===== src/rtl/ccg_lut_bank.sv =====
// ccg_lut_bank: a bank of N_FUNC programmable N_IN-input Boolean functions,
// each held as a 2^N_IN-bit truth table. All functions are evaluated in
// parallel over a valid/ready stream. New tables are written into a shadow
// bank at run time and copied to the active bank only after the pipeline
// has drained, so every in-flight result uses one consistent table set.
// Optional build macro: CCG_LUT_OUTREG_EN (adds the S2 output register,
// giving a flop-driven f and a latency of 2 instead of 1).
module ccg_lut_bank #(
  parameter int N_IN   = 2,
  parameter int N_FUNC = 19,
  parameter int IDX_W  = (N_FUNC > 1) ? $clog2(N_FUNC) : 1
) (
  input  logic                 clk,
  input  logic                 rst_n,
  input  logic                 in_valid,
  output logic                 in_ready,
  input  logic [N_IN-1:0]      x,
  output logic                 out_valid,
  input  logic                 out_ready,
  output logic [N_FUNC-1:0]    f,
  input  logic                 cfg_valid,
  output logic                 cfg_ready,
  input  logic [IDX_W-1:0]     cfg_idx,
  input  logic [(1<<N_IN)-1:0] cfg_data,
  input  logic                 cfg_commit,
  output logic                 cfg_busy,
  output logic                 cfg_err
);

  localparam int TBL_W = 1 << N_IN;
  // N_FUNC widened by one bit so the range check also works when N_FUNC == 2^IDX_W
  localparam logic [IDX_W:0] NF_EXT = (IDX_W+1)'(N_FUNC);

  localparam logic [1:0] ST_IDLE  = 2'd0;
  localparam logic [1:0] ST_DRAIN = 2'd1;
  localparam logic [1:0] ST_COPY  = 2'd2;

  logic [1:0]                   state_q, state_d;
  logic [N_FUNC-1:0][TBL_W-1:0] shadow_q;
  logic [N_FUNC-1:0][TBL_W-1:0] active_q;
  logic                         err_q;
  logic                         s1_valid_q;
  logic [N_IN-1:0]              s1_x_q;
  logic                         s1_load;
  logic                         pipe_empty;
  logic                         in_fire;
  logic                         cfg_fire;
  logic                         idx_ok;
  logic [N_FUNC-1:0]            f_comb;

  assign in_ready  = (state_q == ST_IDLE) && s1_load;
  assign in_fire   = in_valid && in_ready;
  assign cfg_ready = (state_q == ST_IDLE);
  assign cfg_busy  = (state_q != ST_IDLE);
  assign cfg_err   = err_q;
  assign cfg_fire  = cfg_valid && cfg_ready;
  assign idx_ok    = ({1'b0, cfg_idx} < NF_EXT);

  // Look up every function's truth table at the S1 input vector
  always_comb begin
    f_comb = '0;
    for (int unsigned k = 0; k < N_FUNC; k++) begin
      f_comb[k] = active_q[k][s1_x_q];
    end
  end

`ifdef CCG_LUT_OUTREG_EN
  logic              s2_valid_q;
  logic [N_FUNC-1:0] s2_f_q;
  logic              s2_load;

  assign s2_load    = !s2_valid_q || out_ready;
  assign s1_load    = !s1_valid_q || s2_load;
  assign pipe_empty = !s1_valid_q && !s2_valid_q;
  assign out_valid  = s2_valid_q;
  assign f          = s2_f_q;

  // S2: register the looked-up results; holds while the consumer stalls
  always_ff @(posedge clk or negedge rst_n) begin
    if (!rst_n) begin
      s2_valid_q <= 1'b0;
      s2_f_q     <= '0;
    end else if (s2_load) begin
      s2_valid_q <= s1_valid_q;
      if (s1_valid_q) s2_f_q <= f_comb;
    end
  end
`else
  assign s1_load    = !s1_valid_q || out_ready;
  assign pipe_empty = !s1_valid_q;
  assign out_valid  = s1_valid_q;
  assign f          = f_comb;
`endif

  // S1: capture the accepted input vector
  always_ff @(posedge clk or negedge rst_n) begin
    if (!rst_n) begin
      s1_valid_q <= 1'b0;
      s1_x_q     <= '0;
    end else if (s1_load) begin
      s1_valid_q <= in_fire;
      if (in_fire) s1_x_q <= x;
    end
  end

  // Commit control: drain the pipeline, copy shadow to active, resume
  always_comb begin
    state_d = state_q;
    case (state_q)
      ST_IDLE:  if (cfg_commit) state_d = ST_DRAIN;
      ST_DRAIN: if (pipe_empty) state_d = ST_COPY;
      ST_COPY:  state_d = ST_IDLE;
      default:  state_d = ST_IDLE;
    endcase
  end

  // State register
  always_ff @(posedge clk or negedge rst_n) begin
    if (!rst_n) state_q <= ST_IDLE;
    else        state_q <= state_d;
  end

  // Shadow writes and sticky out-of-range error flag
  always_ff @(posedge clk or negedge rst_n) begin
    if (!rst_n) begin
      shadow_q <= '0;
      err_q    <= 1'b0;
    end else if (cfg_fire) begin
      if (idx_ok) shadow_q[cfg_idx] <= cfg_data;
      else        err_q <= 1'b1;
    end
  end

  // Active tables change only in COPY, when no result is in flight
  always_ff @(posedge clk or negedge rst_n) begin
    if (!rst_n) active_q <= '0;
    else if (state_q == ST_COPY) active_q <= shadow_q;
  end

endmodule


===== config.mk =====
export PLATFORM = sky130hd
export DESIGN_NAME = ccg_lut_bank
export DESIGN_NICKNAME = d
export VERILOG_FILES = /design/src/rtl/ccg_lut_bank.sv
export SDC_FILE = /design/constraint.sdc
export NUM_CORES = 1
export LEC_CHECK = 0
export BUFFER_PORTS_ARGS = -buffer_cell sky130_fd_sc_hd__buf_2
export CAP_MARGIN = 20
export CORE_MARGIN = 1.5
export CORE_UTILIZATION = 35
export DETAILED_ROUTE_END_ITERATION = 16
export PLACE_DENSITY = 0.61
export SLEW_MARGIN = 40
export SYNTH_ARGS = -nofsm -noshare
export SYNTH_HDL_FRONTEND = slang
export SYNTH_SLANG_ARGS = --single-unit

===== constraint.sdc =====
create_clock -name clk -period 1.6 [get_ports clk]
set_input_delay 0.16 -clock clk [delete_from_list [all_inputs] [get_ports clk]]
set_output_delay 0.16 -clock clk [all_outputs]
set_load 0.01 [all_outputs]

==> out/qor.yml <==
pwr:
  p_seq_share_pct: 36.6
  p_int_mw: 11.6
  switching_share_pct: 27.5
  total_power_mw: 16.0
  p_comb_share_pct: 35.6
  switchingPower_mw: 4.41
  powerDensity_nw_per_um2: 1810
  leakagePower_nw: 4.25
  power_frac_clock_pct: 27.8
  peakVddDrop_uv: 878
timing:
  finalSetupViolCount: 27
  setup_tns_ps: -6130
  finalCritPeriodShare_pct: 121
  rsz0062_at_grt: "yes"
  worstMarginPinSlew_ps: 644
  holdWs_ps: 39.3
  layout_min_cycle_time_ps: 1930
  clock_skew_ps: 5.73
  drv_slew: 0
  relSlewSlack_pct: 57.0
  layout_setup_ws_ps: -333
  max_clock_freq_mhz: 517
  timing_hold_violations_final: 0
placement:
  numPortBuffers: 40
  place_area_um2: 7180
  place.gp.congestion: 0.702
  hpwl_um: 8550
  dpl.cell_count: 662
  dp_slack_ps: 13.4
worst_hold_path:
  holdCritPathClass: "in -> reg"
critical_path:
  cp-start-kind: "flop"
  cpPeakStageDelay_ps: 550
  cp.required_ps: 1440
  end_kind: "output port"
  critPathBufInv: 2
  crit_arrival_ps: 1770
  critical_path.top_delay_family: "multiplexers"
  crit_fanout: 7
  path_cells: "buf_12 -> mux4_2 -> buf_6"
  cpMaxStageDelayCell: "mux4_2"
  worst-setup-path-type: "reg -> out"
cells_and_area:
  seq_area_um2: 3960
  fin_nets: 491
  antennaDiodeCount: 0
  post-route-cell-area_um2: 8830
  multi_input_area_um2: 2960
  syn2layout_area_growth_pct: 34.7
  fillers: 1532
  finish.utilization_pct: 48.7
  fin_cells: 716
  drive_gt1_share_pct: 55.0
clock_network:
  path_clk_slew_ps: 60
  cts_root_buf: "clkbuf_16"
  clock_path_buffers: 2
  cts.sinks: 158
  cts.htree.levels: 4
  cts_tree: "built"
  clk-insertion-delay-late_ps: 420
  cts_buffers: 17
outcome:
  violations: "design-rule violations, negative setup slack"
  outcome: "complete, but fails checks"
global_routing:
  grt_max_degree: 45
  grt_overflow: 0
  antenna_found_initial: 0
  grt_use_total_pct: 14.7
  grt_pass1_vias: 3974
  grt_pass1_wl_um: 21900
floorplan:
  ios: 41
  chipWidth_um: 140
  start_util_pct: 36.1
  dieArea_um2: 19600
  dieHeight_um: 140
  core_area_um2: 18100
  row_count: 49
logic_synthesis:
  yosysUniqueCellTypes: 28
  avgSynthCellArea_um2: 16.6
  ys_warn_count: 0
  synthCells: 396
  seq_area_frac_synth_pct: 60.3
  synth_area_um2: 6560
  synth-seq-cells: 158
  synth_nets: 413
drt:
  drc: 1
  wirelength_um: 15000
  wl_per_cell_um: 21.0
  first_pass_iters: 10
  num_vias: 3652
  final_antenna_net_count: 0
  drt_iter0_markers: 206
  vias_per_cell: 5.10
job:
  cap_violations: 0
final cells by class:
class                   count  share of cell area [%]
repair buffers             83                    11.0
clock inverters            10                    2.07
clock buffers              22                    5.37
multi-input cells         213                    33.5
flip-flops and latches    158                    44.8
well taps                 229                    3.25
inverters                   1                  0.0425
power groups by stage:
stage	Clock [mW]	Sequential, mW	Combinational [mW]
floorplan	0	5.60	2.59
finish	4.46	5.86	5.70
CTS	4.53	5.76	3.95
global placement	0	5.77	3.66
global route	4.71	6.00	6.05
detailed placement	0	5.82	3.76
state kept, by name, indices dropped and copies added (netlist names):
| register | flops |
|---|---|
| active_q | 76 |
| cfg_err | 1 |
| out_valid | 1 |
| s1_x_q | 2 |
| shadow_q | 76 |
| state_q | 2 |
cell families (layout without fill, tap and decap cells):
logic type	after synthesis	count (layout)	share of synthesized area, %
buffers and inverters	25	116	1.89
muxes	174	174	33.1
and+or+nand+nor	37	37	4.37
DFF	158	158	60.3
AOI/OAI and AO/OA	2	2	0.286
cells in the mapped netlist (all sizes together):
cell | number | area, µm²
buf | 18 | 97.6
dfrtp | 158 | 3950
and4 | 2 | 20.0
mux2 | 154 | 1730
nor2 | 4 | 17.5
and2 | 1 | 6.26
nand3 | 12 | 95.1
and4bb | 2 | 25.0
nand4 | 2 | 27.5
nor4b | 2 | 30.0
a211o | 1 | 8.76
nor3b | 1 | 7.51
mux2i | 1 | 10.0
nand2 | 5 | 18.8
inv | 1 | 3.75
nand2b | 1 | 6.26
clkbuf | 6 | 22.5
and2b | 1 | 7.51
a41o | 1 | 10.0
nor2b | 4 | 25.0
mux4 | 19 | 428
worst reg2reg max path: cells and delay by family, from the launching register on:
| family | cells | cell delay, ps |
|---|---|---|
| and+or+nand+nor | 2 | 610 |
| muxes | 1 | 400 |
| buffers and inverters | 1 | 130 |
| DFF | 1 | 410 |
metal layers:
| metal | track usage [%] | up-vias | wire length [µm] |
|---|---|---|---|
| li1 | - | 1601 | - |
| met1 | 20.2 | 1972 | 7490 |
| met2 | 22.7 | 66 | 6920 |
| met3 | 3.82 | 13 | 519 |
| met4 | 4.99 | 0 | 119 |
| met5 | 0 | - | 0 |
cell usage in the layout (no fill, tap or decap), drive strengths merged, types with 2 or more instances in the layout:
master / synthesis / final
nor2b: 4 / 4
inv: 1 / 2
and4: 2 / 2
nor4b: 2 / 2
nand2: 5 / 5
clkinv: 0 / 4
nor2: 4 / 4
nand3: 12 / 12
mux4: 19 / 19
bufinv: 0 / 5
nand4: 2 / 2
dlygate4sd3: 0 / 4
and4bb: 2 / 2
dfrtp: 158 / 158
clkbuf: 6 / 29
mux2: 154 / 154
buf: 18 / 72
path summary, 6_finish.rpt:
kind / to / cells after the start / from / slack (ps)
max: f[13] / 3 / s1_x_q[0]$_DFFE_PN0P_ / -330
min: cfg_err$_DFFE_PN0P_ / 2 / cfg_valid / 40
max reg2reg: shadow_q[29]$_DFFE_PN0P_ / 4 / state_q[1]$_DFFE_PN0P_ / -70
min reg2reg: cfg_err$_DFFE_PN0P_ / 1 / cfg_err$_DFFE_PN0P_ / 470
max in group asynchronous: shadow_q[29]$_DFFE_PN0P_ / 3 / rst_n / 780
min in group asynchronous: shadow_q[58]$_DFFE_PN0P_ / 2 / rst_n / 250
what timing repair did:
| item | in CTS | in global routing |
|---|---|---|
| setup endpoints to repair | 24 | 160 |
| gates cloned | 0 | 10 |
| endpoints found under the hold margin | 43 | 0 |
| pin swaps | 1 | 3 |
| resized for setup | 13 | 143 |
| hold buffers | 4 | 0 |
| buffers inserted | 1 | 8 |
No activity file was read; power rests on OpenSTA's default activity.
